**config.mk**
```make
export PLATFORM = sky130hd
export DESIGN_NAME = timer_counter
export DESIGN_NICKNAME = d
export VERILOG_FILES = /design/src/rtl/timer_counter.sv
export SDC_FILE = /design/constraint.sdc
export NUM_CORES = 1
export LEC_CHECK = 0
export ABC_AREA = 1
export ABC_CLOCK_PERIOD_IN_PS = 3700
export BUFFER_PORTS_ARGS = -buffer_cell sky130_fd_sc_hd__buf_2
export CORE_UTILIZATION = 58
export CTS_CLUSTER_SIZE = 28
export DETAILED_ROUTE_END_ITERATION = 12
export PLACE_DENSITY = 0.85
export SLEW_MARGIN = 20
export SYNTH_ARGS = -nofsm -noshare
export SYNTH_HDL_FRONTEND = slang
export SYNTH_SLANG_ARGS = --single-unit
```
**constraint.sdc**
```tcl
create_clock -name clk -period 3.7 [get_ports clk]
set_clock_uncertainty 0.2 [all_clocks]
set_input_delay 0.74 -clock clk [delete_from_list [all_inputs] [get_ports clk]]
set_output_delay 0.74 -clock clk [all_outputs]
set_load 0.01 [all_outputs]
```
**src/rtl/timer_counter.sv**
```systemverilog
// Memory-mapped 32-bit countdown timer with one-shot / auto-reload modes and a
// maskable interrupt that feeds one HWInt line of the coprocessor-0 logic.
module timer_counter (
  input  logic        clk,
  input  logic        reset,
  input  logic [31:0] Addr,
  input  logic        WE,
  input  logic [31:0] Din,
  output logic [31:0] Dout,
  output logic        IRQ
);

  localparam logic [1:0] IDLE = 2'd0;
  localparam logic [1:0] LOAD = 2'd1;
  localparam logic [1:0] CNT  = 2'd2;
  localparam logic [1:0] INT  = 2'd3;

  localparam logic [1:0] REG_CTRL   = 2'd0;
  localparam logic [1:0] REG_PRESET = 2'd1;
  localparam logic [1:0] REG_COUNT  = 2'd2;

  localparam logic [1:0] MODE_RELOAD = 2'b01;

  logic [3:0]  ctrl;
  logic [31:0] preset;
  logic [31:0] count;
  logic [1:0]  state;
  logic        irq_flag;

  logic        enable;
  logic [1:0]  mode;
  logic        irq_mask;
  logic [1:0]  reg_sel;

  logic unused_addr;
  assign unused_addr = ^{Addr[31:4], Addr[1:0]};

  assign enable   = ctrl[0];
  assign mode     = ctrl[2:1];
  assign irq_mask = ctrl[3];
  assign reg_sel  = Addr[3:2];

  // Saturating decrement: the counter bottoms out at zero and never wraps.
  function automatic logic [31:0] dec_sat(input logic [31:0] value);
    dec_sat = (value > 32'd1) ? value - 32'd1 : 32'd0;
  endfunction

  always_ff @(posedge clk) begin
    if (reset) begin
      ctrl <= 4'd0;
    end else if (WE) begin
      if (reg_sel == REG_CTRL) ctrl <= Din[3:0];
    end else if (state == INT && mode != MODE_RELOAD) begin
      ctrl[0] <= 1'b0;
    end
  end

  always_ff @(posedge clk) begin
    if (reset) begin
      preset <= 32'd0;
    end else if (WE && reg_sel == REG_PRESET) begin
      preset <= Din;
    end
  end

  // Any bus write freezes the FSM for that cycle, whatever register it targets.
  always_ff @(posedge clk) begin
    if (reset) begin
      state    <= IDLE;
      count    <= 32'd0;
      irq_flag <= 1'b0;
    end else if (!WE) begin
      case (state)
        IDLE: begin
          if (enable) begin
            irq_flag <= 1'b0;
            state    <= LOAD;
          end
        end
        LOAD: begin
          count <= preset;
          state <= CNT;
        end
        CNT: begin
          if (!enable) begin
            state <= IDLE;
          end else begin
            count <= dec_sat(count);
            if (count <= 32'd1) begin
              irq_flag <= 1'b1;
              state    <= INT;
            end
          end
        end
        default: begin
          if (mode == MODE_RELOAD) irq_flag <= 1'b0;
          state <= IDLE;
        end
      endcase
    end
  end

  always_comb begin
    Dout = 32'd0;
    case (reg_sel)
      REG_CTRL:   Dout = {28'd0, ctrl};
      REG_PRESET: Dout = preset;
      REG_COUNT:  Dout = count;
      default:    Dout = 32'd0;
    endcase
  end

  assign IRQ = irq_mask & irq_flag;

endmodule

```
==> results.ini, run 1 <==
[timing]
fin_crit_sh_pct = 80.6
finalHoldViolations = 0
clock.fmax_mhz = 335
setup_tns_ns = 0
maxSlewHeadroom_pct = 34.2
tightest_slew_ns = 0.983
layout_setup_ws_ns = 0.717
rsz0062_at_grt = no
setup_viol = 0
fin_crit_ns = 2.98
slew_viol_final = 0

[floorplanning]
core.rowCount = 30
initial_core_util_pct = 61.1
die_width_um = 87.3
core_sq_mm = 0.00691
ios = 100
die_area_sq_mm = 0.00762
die_y_um = 87.3

[detailed_routing]
drc_errors = 0
first_pass_iters = 5
vias = 4533
drt.antenna.violating_nets = 0
drt-initial-drc-count = 418
drt-total-wl_mm = 11.2
post_drt_via_cell_ratio = 5.76
avgRoutedWirePerCell_um = 14.2

[synth]
synthCells = 631
synth_cell_types = 29
ys_seq_area_share_pct = 33.7
syn-cell-area_sq_mm = 0.00422
avgSynthCellArea_sq_um = 6.69
yosys_register_bits = 71
synth_async_sr_flop_share_pct = 0
synth_ff_type = dfxtp_1
synth_edf_count = 0
yosysWarnings = 0
syn-num-nets = 703

[critical_path]
crit_type = input port to output port
endpoint_kind = output port
crit_arrival_ns = 2.04
critical_path.max_fanout = 18
start_kind = input port
worst_ep_required_time_ns = 2.76

[placement]
gp_congestion = 0.927
port_buffers = 69
placed_cell_area_sq_mm = 0.00459
dp_worst_setup_slack_ns = 0.768
hpwlAfterDp_mm = 7.68

[cells_and_area]
nets = 758
antennaDiodeCount = 0
drive_gt1_share_pct = 21.0
nFillCells = 606
final_cell_mix = a21oi_1, o21ai_0, nand2_1, inv_1, dfxtp_1
area_growth_pct = 14.2
layout_commonest_cell = a21oi_1
design_area_sq_mm = 0.00482

[cts]
postCtsHoldBufs = 0
post_cts_resized = 0
cts_tree = done
clockRootBuffer = clkbuf_8
clock_latency_ns = 0.36
clk_path_buf_depth = 2
post_cts_buffers = 0
cts.sinks = 71
cts_max_level = 3
clk_pin_slew_worst_paths_ns = 0.08
numCtsBuffers = 9

[power]
peakVddDrop_mv = 0.285
power_density_mw_per_mm2 = 568
p_leak_uw = 0.00222

[min_path]
hold_path.class = flop to flop

[grt]
grt_pass1_wl_mm = 18.0
grt_pass1_vias = 4026
antenna_found_initial = 0
grt_use_total_pct = 30.0
grt-ovfl-total = 0
grt_max_degree = 63

[run]
cap_violations = 0

[status]
status = completed

-- kinds of logic after synthesis --
| group | count (synthesis) | synth area share [%] |
|---|---|---|
| and+or+nand+nor | 216 | 24.1 |
| AOI/OAI and AO/OA | 209 | 27.0 |
| buffers and inverters | 119 | 11.4 |
| DFF | 71 | 33.7 |
| xor gates and xnor gates | 11 | 2.28 |
| adders and majority gates | 5 | 1.48 |
-- flip-flops by register name, indices dropped and copies added, names as in the netlist --
name	flops
count	32
ctrl	4
irq_flag	1
preset	32
state	2
-- path summary, 6_finish.rpt --
path / to / cells after the start / slack, ns / startpoint
setup / recovery: Dout[14] / 6 / 0.72 / Addr[2]
setup reg to reg: count[9] / 8 / 1.14 / state[0]
hold reg to reg: preset[18] / 2 / 0.27 / preset[18]
hold / removal: preset[18] / 2 / 0.27 / preset[18]
-- worst max-delay path: stages --
cell and delay [ns]:
buf_2 0.11, inv_1 0.06, nand2_1 0.43, buf_4 0.40, o22ai_1 0.16, buf_2 0.15
-- stage by stage --
stage / total power [uW] / instances / hold slack (ns) / utilization [%]
floorplan: 1770 / 631 / 0.233 / -
global placement: 1970 / 771 / 0.251 / 66.5
detailed placement: 2000 / 771 / 0.264 / 66.5
CTS: 2720 / 787 / 0.278 / 69.8
global route: 2910 / 787 / 0.293 / 69.8
finish: 2730 / 787 / 0.272 / 69.8
-- power by group --
part | switching [uW] | internal [uW]
combinational | 767 | 350
clock | 297 | 416
sequential | 67.7 | 836
total | 1130 | 1600
-- layout make-up --
| class | instances | area (sq um) | area share (%) |
|---|---|---|---|
| Clock buffer | 13 | 159 | 3.30 |
| Clock inverter | 3 | 65.1 | 1.35 |
| Inverter | 88 | 333 | 6.91 |
| Multi-Input combinational cell | 441 | 2320 | 48.1 |
| Sequential cell | 71 | 1420 | 29.5 |
| Tap cell | 96 | 120 | 2.49 |
| Timing Repair Buffer | 75 | 403 | 8.36 |
-- metal layers --
metal  wire, um  vias up  GRT usage [%]
li1           -     2199              -
met1       4900     2104           37.6
met2       5320      209           50.8
met3        800       21           6.82
met4        146        0           9.69
met5          0        -              0
-- synth_stat cells (2+ instances only) --
cell	n	area, sq um
a21oi_1	87	435
nand2_1	78	293
o21ai_0	78	390
inv_1	73	274
dfxtp_1	71	1420
nor2_1	62	233
nand3_1	39	195
o22ai_1	28	175
clkbuf_1	21	78.8
inv_2	14	52.6
nand2_4	11	124
xor2_1	11	96.3
a21oi_2	10	87.6
nor2_2	9	56.3
nand2_2	7	43.8
buf_2	5	25.0
ha_1	5	62.6
o221ai_1	4	35.0
buf_1	3	11.3
nand4_1	3	18.8
nor3_1	3	15.0
nand3_2	2	20.0
Power figures use the tool's default switching activity.
==> run 2, diff against run 1 <==
--- a/config.mk
+++ b/config.mk
@@ -5,13 +5,13 @@
 export SDC_FILE = /design/constraint.sdc
 export NUM_CORES = 1
 export LEC_CHECK = 0
-export ABC_AREA = 1
-export ABC_CLOCK_PERIOD_IN_PS = 3700
+export ABC_AREA = 0
+export ABC_CLOCK_PERIOD_IN_PS = 3060
 export BUFFER_PORTS_ARGS = -buffer_cell sky130_fd_sc_hd__buf_2
-export CORE_UTILIZATION = 58
+export CORE_UTILIZATION = 54
 export CTS_CLUSTER_SIZE = 28
 export DETAILED_ROUTE_END_ITERATION = 12
-export PLACE_DENSITY = 0.85
+export PLACE_DENSITY = 0.81
 export SLEW_MARGIN = 20
 export SYNTH_ARGS = -nofsm -noshare
 export SYNTH_HDL_FRONTEND = slang
==> constraint.sdc (replaced) <==
create_clock -name clk -period 3.06 [get_ports clk]
set_clock_uncertainty 0.2 [all_clocks]
set_input_delay 0.612 -clock clk [delete_from_list [all_inputs] [get_ports clk]]
set_output_delay 0.612 -clock clk [all_outputs]
set_load 0.01 [all_outputs]
==> run 2 against run 1 <==
Compared with the run above: register-to-register slack got worse by 0.74 ns; clock-buffer cell count decreased by 2; area after synthesis decreased by 4.0%; design area decreased by 1.1%; synthesized cell count decreased by 17%.
==> results.ini, run 2 <==
[floorplanning]
ios = 100
die_y_um = 88.6
die_area_sq_mm = 0.00785
core.rowCount = 31
die_width_um = 88.6
initial_core_util_pct = 55.9
core_sq_mm = 0.00725

[grt]
grt_pass1_vias = 3910
grt_use_total_pct = 29.6
grt_max_degree = 42
grt_pass1_wl_mm = 18.0
antenna_found_initial = 0
grt-ovfl-total = 0

[cells_and_area]
nFillCells = 641
area_growth_pct = 17.6
drive_gt1_share_pct = 19.6
layout_commonest_cell = nand2_1
antennaDiodeCount = 0
multi_input_area_sq_mm = 0.00243
final_cell_mix = nand2_1, dfxtp_1, buf_2, a21oi_1, nor2_1
post-route-util_pct = 65.7
regArea_sq_mm = 0.00142
nets = 650
top_regs = count: 32 flops, preset: 32 flops, ctrl: 4 flops

[placement]
port_buffers = 69
hpwlAfterDp_mm = 7.33
gp_congestion = 0.919

[synth]
avgSynthCellArea_sq_um = 7.73
syn-cell-area_sq_mm = 0.00405
synth_ff_type = dfxtp_1
synth_async_sr_flop_share_pct = 0
synth.area.top_cells = dfxtp_1, nand2_1, a21oi_1, a22o_1, clkbuf_1
synthCells = 524
synth_cell_types = 54
yosysMostFrequentCell = nand2_1
synth_edf_count = 0
yosysWarnings = 0
synth_top_cell_by_area = dfxtp_1
synth_top_area_share_pct = 35.1
syn-num-nets = 596
yosys_register_bits = 71
ys_seq_area_share_pct = 35.1
synth_common_cells = nand2_1, dfxtp_1, a21oi_1, clkbuf_1, nor2_1

[detailed_routing]
first_pass_iters = 4
drt.antenna.violating_nets = 0
avgRoutedWirePerCell_um = 16.2
vias = 4174
drt-total-wl_mm = 11.1
drc_errors = 0
post_drt_via_cell_ratio = 6.12
drt-initial-drc-count = 305

[cts]
cts_tree = done
numCtsBuffers = 9
postCtsHoldBufs = 0
clk_pin_slew_worst_paths_ns = 0.08
clk_path_buf_depth = 2
cts_max_level = 3
post_cts_resized = 0
clock_latency_ns = 0.35
clockRootBuffer = clkbuf_8
post_cts_buffers = 0
cts.sinks = 71

[critical_path]
critical_path.max_fanout = 13
crit_type = flop to flop
endpoint_kind = flop
crit_arrival_ns = 2.70
worst_ep_required_time_ns = 3.11
start_kind = flop

[timing]
fin_crit_sh_pct = 86.8
slew_viol_final = 0
maxSlewHeadroom_pct = 44.7
setup_viol = 0
finalHoldViolations = 0
fin_crit_ns = 2.66
rsz0062_at_grt = no
tightest_slew_ns = 0.828
clock.fmax_mhz = 376
fin_hold_ws_ns = 0.265
setup_tns_ns = 0

[power]
p_leak_uw = 0.00202
peakVddDrop_mv = 0.288
power_density_mw_per_mm2 = 541

[status]
status = completed

[run]
cap_violations = 0

[min_path]
hold_path.class = flop to flop

## run 2: changes by cell type after synthesis, moves of 19 or more
cell	previous run	this run
nor2_1	62	33
nand3_1	39	9
inv_1	73	11
a21oi_1	87	66
a22o_1	0	27
o21ai_0	78	13
and3_1	0	19
o22ai_1	28	3
## run 2: stage by stage
step                      area [sq um]  cells  setup slack (ns)  power [uW]
after global routing              4770    682             0.241        2690
after detailed placement          4500    666             0.470        1570
after CTS                         4770    682             0.465        2580
after global placement            4500    666             0.516        1560
final                             4770    682             0.404        2580
after floorplan                   4050    524             0.432        1390
## run 2: power breakdown
group | internal (uW) | switching (uW) | leakage, uW
Combinational | 203 | 379 | 0.00131
Clock | 648 | 362 | 0.000134
Sequential | 953 | 33.4 | 0.000575
## run 2: cell type report
type	instances	area share [%]
multi-input cells	401	50.9
flip-flops and latches	71	29.8
repair buffers	84	10.1
clock buffers	11	2.97
clock inverters	5	2.70
well taps	99	2.60
inverters	11	0.866
## run 2: kinds of logic (layout without fill, tap and decap cells)
kind of cell               count (synthesis)  after routing  synth area share (%)
adders and majority gates                  5              5                  1.54
xor gates and xnor gates                   1              1                 0.216
muxes                                     10             10                  2.50
AOI/OAI and AO/OA                        173            173                  28.2
buffers and inverters                     52            111                  5.16
DFF                                       71             71                  35.1
and+or+nand+nor                          212            212                  27.3
## run 2: layer usage
layer / wire length, um / GRT usage (%)
met3: 707 / 4.94
met4: 204 / 13.6
met1: 4670 / 36.7
met2: 5470 / 50.1
met5: 0 / 0
## run 2: worst paths after layout
kind / start / endpoint / slack [ns] / cells after the start
worst min-delay path: preset[28] / preset[28] / 0.27 / 2
worst max register to register: count[28] / count[12] / 0.40 / 6
worst max-delay path: count[28] / count[12] / 0.40 / 6
worst min register to register: preset[28] / preset[28] / 0.27 / 2
## run 2: worst max-delay path, cell delays in order (launching register included)
cell and delay [ns]:
dfxtp_1 0.40, nor4_1 0.52, o21ai_1 0.31, o41a_1 0.64, and3_1 0.29, o21ai_1 0.11
a21oi_1 0.07
==> run 3, diff against run 2 <==
--- a/config.mk
+++ b/config.mk
@@ -8,10 +8,9 @@
 export ABC_AREA = 0
 export ABC_CLOCK_PERIOD_IN_PS = 3060
 export BUFFER_PORTS_ARGS = -buffer_cell sky130_fd_sc_hd__buf_2
-export CORE_UTILIZATION = 54
+export CORE_UTILIZATION = 40
 export CTS_CLUSTER_SIZE = 28
 export DETAILED_ROUTE_END_ITERATION = 12
-export PLACE_DENSITY = 0.81
 export SLEW_MARGIN = 20
 export SYNTH_ARGS = -nofsm -noshare
 export SYNTH_HDL_FRONTEND = slang
==> run 3 against run 2 <==
Compared with the run above: cell count is 5.4% higher; routed wire length is 6.6% higher; sequential power hardly changed; worst setup slack better by 0.036 ns; critical path type unchanged; worst hold slack better by 0.0041 ns; register-to-register slack better by 0.04 ns; flip-flop and latch count stayed put; total power is 14% lower; global-route usage is 5.8 points lower; largest power group is now registers; die area is 34% higher.
==> results.ini, run 3 (synthesis results as in run 2) <==
[status]
status = completed

[cells_and_area]
nFillCells = 1012
top_regs = count: 32 flops, preset: 32 flops, ctrl: 4 flops
multi_input_area_sq_mm = 0.00243
antennaDiodeCount = 0
layout_commonest_cell = nand2_1
area_growth_pct = 16.2
post-route-util_pct = 48.2
drive_gt1_share_pct = 19.6
final_cell_mix = nand2_1, dfxtp_1, buf_2, a21oi_1, nor2_1
nets = 655
regArea_sq_mm = 0.00142

[critical_path]
crit_slowest_cell = o41a_1
start_kind = flop
critical_path.max_fanout = 13
crit_arrival_ns = 2.66
endpoint_kind = flop
worst_ep_required_time_ns = 3.10
cp_cell_sequence = nor4_4 > nand4_4 > o41a_1 > and3_1 > o21ai_1 > a21oi_1
crit_type = flop to flop
cp_top_family = simple AND/OR/NAND/NOR gates
crit_path_max_incr_delay_ns = 0.72
path_buf_inv = 0

[power]
p_sw_share_pct = 34.6
power_frac_comb_pct = 26.9
seqPwrFrac_pct = 44.7
power_density_mw_per_mm2 = 469
internal_power_uw = 1450
clkPwrFrac_pct = 28.4
peakVddDrop_mv = 0.171
p_switching_uw = 764
p_leak_uw = 0.00198
power_uw = 2210

[floorplanning]
initial_core_util_pct = 41.4
core_sq_mm = 0.00977
die_area_sq_mm = 0.0105
die_width_um = 103
ios = 100
core.rowCount = 36
die_y_um = 103

[detailed_routing]
drc_errors = 0
vias = 4027
post_drt_via_cell_ratio = 5.60
drt-total-wl_mm = 11.8
avgRoutedWirePerCell_um = 16.4
drt.antenna.violating_nets = 0
drt-initial-drc-count = 156
first_pass_iters = 4

[grt]
gr-usage-met3_pct = 3.66
grt_max_degree = 35
use_met2_pct = 37.3
grt-ovfl-total = 0
antenna_found_initial = 0
grt_pass1_vias = 3887
grt_pass1_wl_mm = 19.5
use_met1_pct = 32.8
grt_use_total_pct = 23.8
grt_most_used_layer = met2

[timing]
fin_crit_ns = 2.62
tightest_slew_ns = 0.859
setup_tns_ns = 0
finalHoldViolations = 0
setup_viol = 0
fin_crit_sh_pct = 85.6
clock.fmax_mhz = 382
rsz0062_at_grt = no
maxSlewHeadroom_pct = 42.7
fin_hold_ws_ns = 0.270
layout_setup_ws_ns = 0.440
slew_viol_final = 0

[cts]
clock_latency_ns = 0.35
clk_path_buf_depth = 2
numCtsBuffers = 9
post_cts_buffers = 0
clockRootBuffer = clkbuf_8
cts_max_level = 3
cts_tree = done
post_cts_resized = 0
postCtsHoldBufs = 0
clk_pin_slew_worst_paths_ns = 0.07
cts.sinks = 71

[placement]
dp_worst_setup_slack_ns = 0.474
gp_congestion = 0.820
port_buffers = 69
hpwlAfterDp_mm = 8.03

[min_path]
hold_path.class = flop to flop

[run]
cap_violations = 0

run 3: final cells by class:
class                   instances  share of cell area [%]
multi-input cells             401                    51.5
clock inverters                 2                   0.213
flip-flops and latches         71                    30.2
clock buffers                  12                    2.87
repair buffers                 89                    10.8
well taps                     133                    3.53
inverters                      11                   0.877
run 3: stage by stage:
| stage | std cells | instance area [sq um] |
|---|---|---|
| 3_5_place_dp | 705 | 4560 |
| 4_1_cts | 719 | 4710 |
| 6_report | 719 | 4710 |
| 2_1_floorplan | 524 | 4050 |
| 5_1_grt | 719 | 4710 |
| 3_3_place_gp | 705 | 4560 |
run 3: routing by layer:
layer / wire length (um) / up-vias / share of wire (%)
met3: 584 / 15 / 5.0
met1: 5690 / 1881 / 48
met4: 184 / 0 / 1.6
met5: 0 / - / 0
met2: 5320 / 101 / 45
li1: - / 2030 / -
run 3: final timing paths:
| check | start | to | slack (ns) | cells past startpoint |
|---|---|---|---|---|
| hold reg to reg | preset[23] | preset[23] | 0.27 | 2 |
| hold / removal | preset[23] | preset[23] | 0.27 | 2 |
| setup reg to reg | count[18] | count[12] | 0.44 | 6 |
| setup / recovery | count[18] | count[12] | 0.44 | 6 |
run 3: power groups by stage:
stage          registers, uW  logic [uW]  clock network, uW
6_report                 988         595                627
5_1_grt                  992         663                682
4_1_cts                  987         593                638
3_5_place_dp            1010         589                  0
3_3_place_gp            1010         581                  0
2_1_floorplan            996         397                  0
run 3: worst min-delay path, cell delays in order (launching register included):
cell	delay (ns)
dfxtp_1	0.32
nand2_1	0.05
a21oi_1	0.05
